`src/rtl/cla_pkg.sv`:
```
// Shared definitions for the serial carry-lookahead adder controller.
package cla_pkg;

    localparam int NIBBLE_W    = 4;
    localparam int NIBBLES_DEF = 8;

    typedef enum logic [1:0] {
        IDLE = 2'b00,
        RUN  = 2'b01,
        DONE = 2'b10
    } state_t;

endpackage

```
`src/rtl/cla4.sv`:
```
// 4-bit carry-lookahead adder slice; purely combinational.
module cla4 (
    input  logic [3:0] a,
    input  logic [3:0] b,
    input  logic       ci,
    output logic [3:0] s,
    output logic       co
);

    logic [3:0] g;
    logic [3:0] p;
    logic [4:0] c;

    assign g = a & b;
    assign p = a ^ b;

    assign c[0] = ci;
    assign c[1] = g[0] | (p[0] & ci);
    assign c[2] = g[1] | (p[1] & g[0]) | (p[1] & p[0] & ci);
    assign c[3] = g[2] | (p[2] & g[1]) | (p[2] & p[1] & g[0])
                | (p[2] & p[1] & p[0] & ci);
    assign c[4] = g[3] | (p[3] & g[2]) | (p[3] & p[2] & g[1])
                | (p[3] & p[2] & p[1] & g[0]) | (p[3] & p[2] & p[1] & p[0] & ci);

    assign s  = p ^ c[3:0];
    assign co = c[4];

endmodule

```
`src/rtl/cla_serial_adder_ctrl.sv`:
```
// Wide adder built by stepping one cla4 slice across the operands, LSB nibble
// first, with the inter-nibble carry held in a register.
//
//   state | meaning
//   ------+-----------------------------------------------------------
//   IDLE  | waiting for start; result registers hold the last sum
//   RUN   | one nibble per cycle through the shared cla4
//   DONE  | one-cycle done pulse; start here begins the next add at once
module cla_serial_adder_ctrl
    import cla_pkg::*;
#(
    parameter int NIBBLES = NIBBLES_DEF
) (
    input  logic                          clk,
    input  logic                          reset_n,
    input  logic                          start,
    input  logic [NIBBLE_W*NIBBLES-1:0]   a,
    input  logic [NIBBLE_W*NIBBLES-1:0]   b,
    input  logic                          ci,
    output logic                          busy,
    output logic                          done,
    output logic [NIBBLE_W*NIBBLES-1:0]   s,
    output logic                          co
);

    localparam int W     = NIBBLE_W * NIBBLES;
    localparam int CNT_W = $clog2(NIBBLES);

    state_t               state;
    state_t               state_nxt;
    logic                 accept;
    logic [CNT_W-1:0]     cnt;
    logic                 last_nib;
    logic [W-1:0]         a_r;
    logic [W-1:0]         b_r;
    logic                 c_r;
    logic [W-1:0]         s_w;
    logic [W-1:0]         s_next;
    logic [NIBBLE_W-1:0]  nib_s;
    logic                 nib_co;

    assign last_nib = (cnt == CNT_W'(NIBBLES - 1));

    cla4 u_cla4 (
        .a  (a_r[NIBBLE_W*cnt +: NIBBLE_W]),
        .b  (b_r[NIBBLE_W*cnt +: NIBBLE_W]),
        .ci (c_r),
        .s  (nib_s),
        .co (nib_co)
    );

    // Working sum with the current nibble merged in; becomes the result on the last nibble.
    always_comb begin
        s_next = s_w;
        s_next[NIBBLE_W*cnt +: NIBBLE_W] = nib_s;
    end

    // Next-state decode; start is only looked at in IDLE and DONE.
    always_comb begin
        state_nxt = state;
        accept    = 1'b0;
        case (state)
            IDLE: begin
                if (start) begin
                    accept    = 1'b1;
                    state_nxt = RUN;
                end
            end
            RUN: begin
                if (last_nib) begin
                    state_nxt = DONE;
                end
            end
            DONE: begin
                if (start) begin
                    accept    = 1'b1;
                    state_nxt = RUN;
                end else begin
                    state_nxt = IDLE;
                end
            end
            default: state_nxt = IDLE;
        endcase
    end

    // State register.
    always_ff @(posedge clk) begin
        if (!reset_n) begin
            state <= IDLE;
        end else begin
            state <= state_nxt;
        end
    end

    // Operand capture, nibble stepping and result update (result only moves on the last nibble).
    always_ff @(posedge clk) begin
        if (!reset_n) begin
            cnt <= '0;
            c_r <= 1'b0;
            a_r <= '0;
            b_r <= '0;
            s_w <= '0;
            s   <= '0;
            co  <= 1'b0;
        end else if (accept) begin
            a_r <= a;
            b_r <= b;
            c_r <= ci;
            cnt <= '0;
        end else if (state == RUN) begin
            s_w <= s_next;
            c_r <= nib_co;
            if (last_nib) begin
                s  <= s_next;
                co <= nib_co;
            end else begin
                cnt <= cnt + 1'b1;
            end
        end
    end

    // Status flags are pure decodes of the state register.
    assign busy = (state == RUN);
    assign done = (state == DONE);

endmodule

```
`config.mk`:
```
export PLATFORM = sky130hd
export DESIGN_NAME = cla_serial_adder_ctrl
export DESIGN_NICKNAME = d
export VERILOG_FILES = /design/src/rtl/cla_pkg.sv /design/src/rtl/cla4.sv /design/src/rtl/cla_serial_adder_ctrl.sv
export SDC_FILE = /design/constraint.sdc
export NUM_CORES = 1
export LEC_CHECK = 0
export ABC_AREA = 1
export CAP_MARGIN = 20
export CORE_MARGIN = 2
export CORE_UTILIZATION = 55
export CTS_BUF_LIST = sky130_fd_sc_hd__clkbuf_2
export DETAILED_ROUTE_END_ITERATION = 10
export MAX_ROUTING_LAYER = met4
export PLACE_DENSITY = 0.81
export SYNTH_ARGS = -nofsm -noshare
export SYNTH_HDL_FRONTEND = slang
export SYNTH_SLANG_ARGS = --single-unit
```
`constraint.sdc`:
```
create_clock -name clk -period 3.4 [get_ports clk]
set_clock_uncertainty 0.05 [all_clocks]
set_input_delay 0.68 -clock clk [delete_from_list [all_inputs] [get_ports clk]]
set_output_delay 0.68 -clock clk [all_outputs]
set_load 0.1 [all_outputs]
```
== After elaboration in Yosys (flattened, before gate mapping) ==
Cells that the tools add are included.
Cells by class
  add/sub/neg operators: 2
  equality and inequality tests: 5
  shift-type cells: 4
  mux-type cells: 9
  bitwise operators: 32
  reduce and logical (&&, ||, !) cells: 8
Operators by type and width (number)
  variable part select 32 x 6 -> 4 bit: 2
  negator 5 -> 34 bit: 1
  variable shift 4 x 34 -> 32 bit, first input constant: 1
  variable part select 4 x 34 -> 32 bit: 1
  bitwise mux 32 bit: 1
  AND 1 bit: 16
  bitwise OR 1 bit: 10
  bitwise XOR 4 bit: 2
  one-hot mux 2 bit (3 select lines): 1
  AND reduction 2 bit: 3
  two-way mux 1 bit: 5
  AND 4 bit: 1
  two-way mux 2 bit: 2
  OR reduction 2 bit: 2
  adder 3 x 1 -> 3 bit, second input constant: 1
  equality test 3 bit, second input constant: 1
  NOT 1 bit: 3
  AND reduction 3 bit: 1
  equality test 2 x 1 -> 1 bit, second input constant: 1
  equality test 2 bit, second input constant: 1
  zero test 2 bit: 1
  inequality test 2 x 1 -> 1 bit, second input constant: 1
  inequality test 2 bit, second input constant: 1
  nonzero test 2 bit: 1
Storage, ports and cells
  flip-flop bits (word level): 135
  output and inout port bits: 35
  word-level logic and storage cells: 68

== Depth between registers and ports, before layout ==
  depth after elaboration: 9
  mapped depth: 19
  mapped depth without buffers: 16

== Modules after synthesis ==
From an unflattened synthesis, not the netlist that was laid out.
Unflattened totals
  cell total of the unflattened synthesis: 982
  area, all modules: 6424.9 µm²
Modules (own cells, without submodules)
  cla_serial_adder_ctrl: instances 1, cells an instance 951, area each 6236.0 µm²
  cla4: instances 1, cells an instance 31, area each 188.9 µm²

== Least setup slack after synthesis ==
OpenSTA, ideal clock, no wires.
  path type: register -> register
  start point: reg cnt[0]
  end point: reg s_w[23]
  library setup time: 172 ps
  arrival: 2448 ps
  required time: 3178 ps
  path slack: 730 ps
  cell stages (with the launch flop): 20
  cell sequence: dfxtp_1 buf_2 inv_1 buf_2 clkbuf_1 nor2_1 o22ai_1 nor2_1 a31oi_1 ha_1 nand2_1 nand2_1 nand2_1 nand2_1 nand2_1 nand2_1 nand4_1 nand2_1 nand2_1 a21oi_1
Between the ends
  longest elaborated chain between the ends: 9
Ends and longest elaborated chain
  start, declared: line cla_serial_adder_ctrl.sv:32  | logic [CNT_W-1:0] cnt;
  start signal, assigned: line cla_serial_adder_ctrl.sv:117  | cnt <= cnt + 1'b1;
  variable part select 32 x 6 -> 4 bit (on tied branches): line cla_serial_adder_ctrl.sv:45, cla_serial_adder_ctrl.sv:46
  bitwise XOR 4 bit or AND 4 bit (tied branches): line cla4.sv:15, cla4.sv:14
  AND 1 bit (on tied branches): line cla4.sv:20, cla4.sv:21
  bitwise OR 1 bit (tied with other cells): line cla4.sv:20  | assign c[3] = g[2] | (p[2] & g[1]) | (p[2] & p[1] & g[0])
  bitwise OR 1 bit or AND 1 bit (tied branches): line cla4.sv:20, cla4.sv:21
  bitwise OR 1 bit: line cla4.sv:21  | | (p[2] & p[1] & p[0] & ci);
  bitwise XOR 4 bit: line cla4.sv:25  | assign s = p ^ c[3:0];
  variable part select 4 x 34 -> 32 bit: line cla_serial_adder_ctrl.sv:55  | s_next[NIBBLE_W*cnt +: NIBBLE_W] = nib_s;
  bitwise mux 32 bit *: line cla_serial_adder_ctrl.sv:55
  end signal, assigned: line cla_serial_adder_ctrl.sv:111  | s_w <= s_next;
  end, declared: line cla_serial_adder_ctrl.sv:37  | logic [W-1:0] s_w;
Mark *: on every way between the ends. The rest lies on a longest branch, timed or not.
A chain may end at the register's enable or synchronous reset.

== Worst setup path after layout ==
Same ends and word-level chain as after synthesis.

==> reports/qor.yml <==
setup_path:
  cp_cell_sequence: "buf_4, o21ai_0, o22ai_1, nor2_1, a31oi_1, ha_1, a21oi_1, nand2_1, nand2_1, nand2_1, nand4_1, nand2_1, nand2_1, a21oi_1"
  end_kind: "flip-flop"
  start_kind: "flip-flop"
  path_max_fanout: 44
  required_ns: 3.93
  slowest_delay_ns: 0.41
  critPathKind: "flip-flop to flip-flop"
  cp.arrival_ns: 3.49
  crit_top_cell: "nand2_1"
  cpMaxStageDelayCell: "buf_4"
  worst-path-buf-inv: 1
  critPathTopFamily: "compound AO/OA/AOI/OAI gates"
sta:
  finalHoldViolCount: 0
  worstMarginPinSlew_ns: 1.04
  rsz0062_at_grt: "no"
  slew_violations: 0
  relSlewSlack_pct: 29.9
  fin_tns_setup_ns: 0
  fin_ws_ns: 0.437
  finalSetupViolations: 0
  timing.fmax_mhz: 337
  min_period_ns: 2.96
  worst_hold_slack_ns: 0.423
  period_share_pct: 87.1
worst_hold_path:
  min_path_type: "input pin to flip-flop"
global_routing:
  met2_usage_pct: 43.6
  grt_max_degree: 68
  use_met1_pct: 33.9
  grt.overflow.total: 0
  antenna_found_initial: 0
  grt_pass1_vias: 5429
  grt-busiest-layer: "met2"
  grtUsageMet3_pct: 6.40
  track_usage_pct: 27.3
  grt_pass1_wl_um: 24700
clocking:
  cts.sinks: 135
  holdBufCountCts: 0
  worstSkewPairLatency_ns: 0.68
  h-tree-depth: 4
  cts-resized-gates: 0
  numCtsBuffers: 17
  cts_root_buf: "clkbuf_2"
  clk_pin_slew_ns: 0.19
  cts_buffer_depth: 2
  post_cts_buffers: 0
  cts_tree: "yes"
yosys:
  syn_nets: 922
  ys_ff_latch: 135
  async_reset_ff_share_pct: 0
  yosysWarnings: 0
  ys_seq_area_share_pct: 44.9
  synth_flop_cell: "dfxtp_1"
  avgSynthCellArea_sq_um: 7.16
  synth_top_area_share_pct: 44.9
  synth_area_leaders: "dfxtp_1 45%, o21ai_0 14%, nor2_1 12%"
  syn_inst: 841
  ys_types: 29
  syn-cell-area_sq_um: 6020
  synth_edf_count: 0
  synth_top_area_cell: "dfxtp_1"
place:
  dp_hpwl_um: 10500
  port_buffers: 102
  gp_congestion: 0.951
  dp_slack_ns: 0.584
die:
  fp.dieW_um: 109
  die_height_um: 109
  dieArea_sq_um: 11800
  rows: 38
  io_pins: 103
  core_sq_um: 10700
  initial_core_util_pct: 56.1
finish:
  nets: 1001
  area_growth_pct: 21.1
  drive_gt1_share_pct: 10.2
  fillCellCount: 936
  final_common_cell: "nor2_1"
  n_antenna_cell: 0
  mostFrequentLayoutCells: "192 x nor2_1, 167 x o21ai_0, 135 x dfxtp_1, 70 x inv_1, 66 x clkdlybuf4s50_1"
drt:
  post-route-drc-count: 0
  drt_iter0_drc: 514
  drt-pass1-iter-count: 8
  routed_wirelength_um: 15300
  vias: 5858
  avgRoutedWirePerCell_um: 14.3
  ant_nets: 0
  vias_per_cell: 5.46
run:
  cap_violations: 0
power:
  switchingPower_w: 0.00104
  switching_share_pct: 30.2
  seqPwrFrac_pct: 50.3
  p_comb_share_pct: 18.8
  p_per_area_nw_per_um2: 474
  pwr-share-clk_pct: 30.9
  p_int_w: 0.00241
  leakagePower_nw: 3.20
  vdd.ir_drop.worst_mv: 0.242
outcome:
  status: "complete, no violations"
==> cell usage after synthesis, types with 9 or more instances <==
| library cell | instances |
|---|---|
| nor2_1 | 192 |
| nand3_1 | 18 |
| or2_2 | 10 |
| inv_1 | 71 |
| nand2_1 | 62 |
| dfxtp_1 | 135 |
| a31oi_1 | 9 |
| ha_1 | 12 |
| clkbuf_1 | 44 |
| o21bai_1 | 14 |
| o21ai_0 | 167 |
| a21oi_1 | 47 |
==> cell type report <==
class | count | area, sq um | area share [%]
multi-input cells | 578 | 2830 | 38.9
flip-flops and latches | 135 | 2700 | 37.1
repair buffers | 114 | 1030 | 14.1
inverters | 74 | 278 | 3.81
clock inverters | 14 | 183 | 2.50
well taps | 140 | 175 | 2.40
clock buffers | 18 | 90.1 | 1.24
==> through the flow <==
step	cells	total power, W	util (%)	area (sq um)
after global placement	1041	0.00237	65.3	7020
after global routing	1073	0.00362	67.9	7290
after floorplan	841	0.00218	-	6020
after CTS	1073	0.00345	67.9	7290
after detailed placement	1041	0.00240	65.3	7020
final	1073	0.00345	67.9	7290
==> flip-flops by register name (all words and copies together) (netlist names) <==
signal / flops
cnt: 3
a_r: 32
co: 1
c_r: 1
b_r: 32
s: 32
state: 2
s_w: 32
==> cell families after synthesis <==
| kind of cell | count (synthesis) | synth area share, % |
|---|---|---|
| xor gates and xnor gates | 1 | 0.145 |
| buffers and inverters | 128 | 8.14 |
| and+or+nand+nor | 304 | 20.9 |
| DFF | 135 | 44.9 |
| adders and majority gates | 13 | 2.82 |
| AOI/OAI and AO/OA | 260 | 23.2 |
==> power groups by stage <==
| stage | sequential (W) | combinational, W | clock [W] |
|---|---|---|---|
| floorplan | 0.00175 | 0.000429 | 0 |
| global placement | 0.00176 | 0.000606 | 0 |
| detailed placement | 0.00177 | 0.000630 | 0 |
| CTS | 0.00174 | 0.000636 | 0.00107 |
| global route | 0.00175 | 0.000718 | 0.00115 |
| finish | 0.00174 | 0.000649 | 0.00107 |
==> final timing paths <==
path | from | to | slack [ns] | depth (start not counted)
setup / recovery | cnt[0] | s_w[23] | 0.44 | 14
hold / removal | reset_n | s_w[30] | 0.42 | 3
setup reg to reg | cnt[0] | s_w[23] | 0.44 | 14
hold reg to reg | b_r[1] | b_r[1] | 0.45 | 2
==> metal layers <==
layer	vias up	wire (um)
met4	0	334
met1	2645	6710
met3	39	1180
li1	2929	-
met5	-	0
met2	245	7070
==> tightest hold or removal path, stage by stage <==
cell and delay, ns:
buf_2 0.26, o21ai_0 0.14, a21oi_1 0.05
No activity file was read; power rests on OpenSTA's default activity.
